**src/rtl/ysyx_24100029_wb_arbiter.sv**
```systemverilog
// Register-file write-port arbiter: the WB stage has priority, and MDU results
// wait in a small FIFO. A starvation counter forces one MDU drain, and younger
// WB writes kill stale MDU results.
module ysyx_24100029_wb_arbiter #(
  parameter int XLEN         = 32,
  parameter int FIFO_DEPTH   = 2,
  parameter int STARVE_LIMIT = 4
) (
  input  logic            clock,
  input  logic            reset,
  input  logic            wb_valid,
  output logic            wb_ready,
  input  logic            wb_wen,
  input  logic [4:0]      wb_rd,
  input  logic [XLEN-1:0] wb_value,
  input  logic            mdu_valid,
  output logic            mdu_ready,
  input  logic [4:0]      mdu_rd,
  input  logic [XLEN-1:0] mdu_value,
  input  logic [4:0]      hz_rs1,
  input  logic [4:0]      hz_rs2,
  output logic            hz_stall,
  output logic            rf_wen,
  output logic [4:0]      rf_waddr,
  output logic [XLEN-1:0] rf_wdata
);

  localparam int AW = $clog2(FIFO_DEPTH);
  localparam int SW = $clog2(STARVE_LIMIT + 1);
  localparam logic [AW:0]   FULL_CNT  = (AW+1)'(FIFO_DEPTH);
  localparam logic [SW-1:0] LIMIT_CNT = SW'(STARVE_LIMIT);

  typedef enum logic {PIPE_PRI, MDU_FORCE} state_e;

  state_e            state_q, state_d;
  logic [SW-1:0]     starve_q, starve_d;
  logic [AW-1:0]     rptr_q, wptr_q;
  logic [AW:0]       count_q;
  logic              vld_q  [FIFO_DEPTH];
  logic [4:0]        rdMem_q  [FIFO_DEPTH];
  logic [XLEN-1:0]   dataMem_q[FIFO_DEPTH];
  logic              rfWen_q;
  logic [4:0]        rfWaddr_q;
  logic [XLEN-1:0]   rfWdata_q;

  logic fifoEmpty, fifoFull, headValid, push, headPop;
  logic wbGrant, fifoGrant, grantWrite, killEn;
  logic [4:0] headRd;

  assign fifoEmpty = (count_q == '0);
  assign fifoFull  = (count_q == FULL_CNT);
  assign headValid = vld_q[rptr_q];
  assign headRd    = rdMem_q[rptr_q];
  assign push      = mdu_valid && !fifoFull;
  assign killEn    = wbGrant && wb_wen && (wb_rd != 5'd0);
  assign grantWrite = (wbGrant && wb_wen && (wb_rd != 5'd0)) ||
                      (fifoGrant && (headRd != 5'd0));

  assign mdu_ready = !fifoFull;
  assign rf_wen    = rfWen_q;
  assign rf_waddr  = rfWaddr_q;
  assign rf_wdata  = rfWdata_q;

  // Arbitration FSM: grants, head pops of killed entries, and the starvation counter.
  always_comb begin
    wb_ready  = 1'b1;
    wbGrant   = 1'b0;
    fifoGrant = 1'b0;
    headPop   = 1'b0;
    state_d   = state_q;
    starve_d  = starve_q;
    unique case (state_q)
      PIPE_PRI: begin
        wbGrant = wb_valid;
        if (!wb_valid && !fifoEmpty) begin
          headPop   = 1'b1;
          fifoGrant = headValid;
        end
        if (fifoEmpty || fifoGrant) begin
          starve_d = '0;
        end else if (wbGrant && (starve_q != LIMIT_CNT)) begin
          starve_d = starve_q + 1'b1;
        end
        if (starve_d == LIMIT_CNT) begin
          state_d = MDU_FORCE;
        end
      end
      MDU_FORCE: begin
        wb_ready = 1'b0;
        if (!fifoEmpty) begin
          headPop   = 1'b1;
          fifoGrant = headValid;
        end
        starve_d = '0;
        state_d  = PIPE_PRI;
      end
      default: begin
        state_d = PIPE_PRI;
      end
    endcase
  end

  // Decode hazard: a nonzero source matching a live buffered MDU destination.
  always_comb begin
    hz_stall = 1'b0;
    for (int i = 0; i < FIFO_DEPTH; i++) begin
      if (vld_q[i] && (rdMem_q[i] != 5'd0) &&
          ((rdMem_q[i] == hz_rs1) || (rdMem_q[i] == hz_rs2))) begin
        hz_stall = 1'b1;
      end
    end
  end

  // FIFO storage, supersede kills, FSM state and the registered write port.
  always_ff @(posedge clock or posedge reset) begin
    if (reset) begin
      state_q   <= PIPE_PRI;
      starve_q  <= '0;
      rptr_q    <= '0;
      wptr_q    <= '0;
      count_q   <= '0;
      rfWen_q   <= 1'b0;
      rfWaddr_q <= '0;
      rfWdata_q <= '0;
      for (int i = 0; i < FIFO_DEPTH; i++) begin
        vld_q[i]     <= 1'b0;
        rdMem_q[i]   <= '0;
        dataMem_q[i] <= '0;
      end
    end else begin
      state_q  <= state_d;
      starve_q <= starve_d;
      for (int i = 0; i < FIFO_DEPTH; i++) begin
        if (killEn && vld_q[i] && (rdMem_q[i] == wb_rd)) begin
          vld_q[i] <= 1'b0;
        end
      end
      if (headPop) begin
        vld_q[rptr_q] <= 1'b0;
        rptr_q        <= rptr_q + 1'b1;
      end
      if (push) begin
        rdMem_q[wptr_q]   <= mdu_rd;
        dataMem_q[wptr_q] <= mdu_value;
        vld_q[wptr_q]     <= 1'b1;
        wptr_q            <= wptr_q + 1'b1;
      end
      count_q <= count_q + (AW+1)'(push) - (AW+1)'(headPop);
      rfWen_q <= grantWrite;
      if (wbGrant) begin
        rfWaddr_q <= wb_rd;
        rfWdata_q <= wb_value;
      end else if (fifoGrant) begin
        rfWaddr_q <= headRd;
        rfWdata_q <= dataMem_q[rptr_q];
      end
    end
  end

endmodule

```
**config.mk**
```make
export PLATFORM = sky130hd
export DESIGN_NAME = ysyx_24100029_wb_arbiter
export DESIGN_NICKNAME = d
export VERILOG_FILES = /design/src/rtl/ysyx_24100029_wb_arbiter.sv
export SDC_FILE = /design/constraint.sdc
export NUM_CORES = 1
export LEC_CHECK = 0
export CORE_MARGIN = 5
export CORE_UTILIZATION = 45
export DETAILED_ROUTE_END_ITERATION = 8
export PLACE_DENSITY_LB_ADDON = 0.15
export SLEW_MARGIN = 30
export SYNTH_ARGS = -nofsm -noshare
export SYNTH_HDL_FRONTEND = slang
export SYNTH_SLANG_ARGS = --single-unit
```
**constraint.sdc**
```tcl
create_clock -name clock -period 5.1 [get_ports clock]
set_input_delay 0.51 -clock clock [delete_from_list [all_inputs] [get_ports clock]]
set_output_delay 0.51 -clock clock [all_outputs]
set_load 0.02 [all_outputs]
```
==> impl_metrics.ini <==
[grt]
antenna_found_initial = 0
grt_usage = 0.174
grt_start_max_net_pins = 87
grt_first_pass_wirelength_um = 21800
first_global_vias = 4453
grt_overflow = 0

[synth]
syn-mean-instance-area_um2 = 11.4
yosys.area.top_type = dfrtp_1
ys_top_cells_by_area = dfrtp_1 52%, mux2_2 14%, mux2i_1 6.5%, xor2_1 3.9%, a21oi_1 2.8%
synth_top_area_frac = 0.519
netlist_area_um2 = 5880
synthTopCellsByCount = 122 x dfrtp_1, 75 x mux2_2, 43 x nor2_1
ys_async_sr_fraction = 1.00
synth-warning-count = 0
syn_nets = 609
syn_inst = 516
synth_edf_count = 0
synth_flop_cell = dfrtp_1
synth_cell_types = 37
ys_seq_area_frac = 0.519
synth_most_common_cell = dfrtp_1
ys_ff_latch = 122

[final_layout]
fin_nets = 726
fillCellCount = 1104
layout-drive-gt1-share = 0.186
antenna_cells = 0
areaGrowthSynthToFinish_pct = 32.0
final_util = 0.610

[routing]
num_vias = 4151
vias_per_cell = 5.09
postRouteAntennaNets = 0
drt-total-wl_um = 13100
drtPass1Iterations = 5
routedWlPerCell_um = 16.1
drtIter0Drc = 182
drc = 0

[floorplan]
rows = 41
die_area_um2 = 15500
die_h_um = 124
core_area_um2 = 12700
ios = 130
dieWidth_um = 124
start_util = 0.462

[clock_network]
cts_tree = built
cts_sinks = 122
numCtsBuffers = 17
clkTransAtPathRegs_ns = 0.05
clk_latency_ns = 0.41
cts_root_buffer = clkbuf_16
cts_hold_buf = 0
cts_resized = 0
h-tree-depth = 4
cts_setup_buffers = 0
cts_buffer_depth = 2

[flow_run]
drv_cap = 0

[timing]
rsz0062_at_grt = no
finalCritPeriodShare = 0.541
hold_violations = 0
timing.setup.tns_ns = 0
timing.fmax_ghz = 0.362
min_period_ns = 2.76
fin_worst_skew_ns = 0.0110
tightestPinTransition_ns = 0.765
setup_violations = 0
max_slew_margin = 0.490
slew_violations = 0

[place]
io_buffer_count = 129
dp_hpwl_um = 9060
gp_congestion = 0.826

[setup_path]
cp_slowest_cell = clkdlybuf4s50_1
cp_max_fo = 2
cp-start-kind = primary input
crit_path_end_kind = output pin
crit_required_ns = 4.59
path_cells = clkdlybuf4s50_1 > xor2_1 > nor3_1 > a22oi_1 > o22ai_1 > clkdlybuf4s50_1
cp_common_cell = clkdlybuf4s50_1
crit_arrival_ns = 2.25
worst_path_largest_cell_delay_ns = 0.63
crit_type = in2out

[status]
run_status = complete, no violations

[pwr]
p_leak_nw = 3.29
vdd_drop_max_uv = 366
powerDensity_nw_per_um2 = 624

[min_path]
hp-class = reg2reg
sequential cells by signal, summed over array words and instances (netlist names):
name       flops
dataMem_q     64
rptr_q         1
rf_wdata      32
count_q        2
wptr_q         1
rdMem_q       10
state_q        1
rf_waddr       5
vld_q          2
rf_wen         1
starve_q       3
worst max-delay path, delay by kind of cell:
family	cells	cell delay (ns)
simple gates	1	0.23
buf+inv	2	1.08
compound gates	2	0.27
xor+xnor	1	0.16
final timing paths:
kind,start,end,slack [ns],depth (start not counted)
worst max-delay path,hz_rs1[4],hz_stall,2.34,6
worst min-delay path,rf_wdata[0],rf_wdata[0],0.48,2
worst max register to register,state_q,count_q[1],3.03,8
worst min register to register,rf_wdata[0],rf_wdata[0],0.48,2
max in group asynchronous,reset,rdMem_q[2],3.48,3
min in group asynchronous,reset,rf_wdata[22],0.63,2
through the flow:
stage	total power [W]	hold WS (ns)	setup slack (ns)	std cells	instance area (um2)
floorplan	0.00320	0.479	1.35	516	5880
global placement	0.00375	0.463	2.35	785	7210
detailed placement	0.00383	0.475	2.36	786	7240
CTS	0.00492	0.486	2.35	816	7760
global route	0.00517	0.510	2.24	816	7760
finish	0.00484	0.480	2.34	816	7760
cells in the final DEF (no fill, tap or decap), types with 2 or more instances in the layout:
master and n:
nand2_1 42, mux2i_1 38, clkbuf_16 17, clkbuf_1 6, nor3_1 4, clkbuf_8 5, a21oi_1 33, clkinv_2 2
buf_4 6, clkdlybuf4s50_1 129, nand3_1 2, nor4_2 2, inv_1 6, a22oi_1 2, o21ai_0 24, mux2_2 75
xor2_1 26, ha_1 4, xnor2_1 11, dfrtp_1 121, nor3b_1 2, or4_1 2, o21ai_1 23, nor2_1 43
layout make-up:
class,instances,area (um2),area share
Timing Repair Buffer,136,1360,0.176
Sequential cell,122,3050,0.393
Tap cell,172,215,0.0277
Clock buffer,28,517,0.0666
Multi-Input combinational cell,349,2570,0.331
Clock inverter,2,10.0,0.00129
Inverter,7,31.3,0.00403
layer usage:
layer / part of all wire / GRT usage
met1: 0.45 / 0.219
met2: 0.48 / 0.277
met3: 0.061 / 0.0660
met4: 0.014 / 0.0613
met5: 0 / 0
where the power goes:
part,total (W),leakage (nW),internal [W],switching (W)
clock,0.00105,0.260,0.000677,0.000377
sequential,0.00179,1.46,0.00146,0.000331
combinational,0.00200,1.57,0.00104,0.000962
total,0.00484,3.29,0.00317,0.00167
cells by family after synthesis:
family / Yosys count / share of synthesized area
DFF: 122 / 0.519
muxes: 113 / 0.208
and+or+nand+nor: 105 / 0.0791
AOI/OAI and AO/OA: 90 / 0.0838
buffers and inverters: 45 / 0.0460
xor gates and xnor gates: 37 / 0.0551
adders and majority gates: 4 / 0.00851
Power figures use the tool's default switching activity.
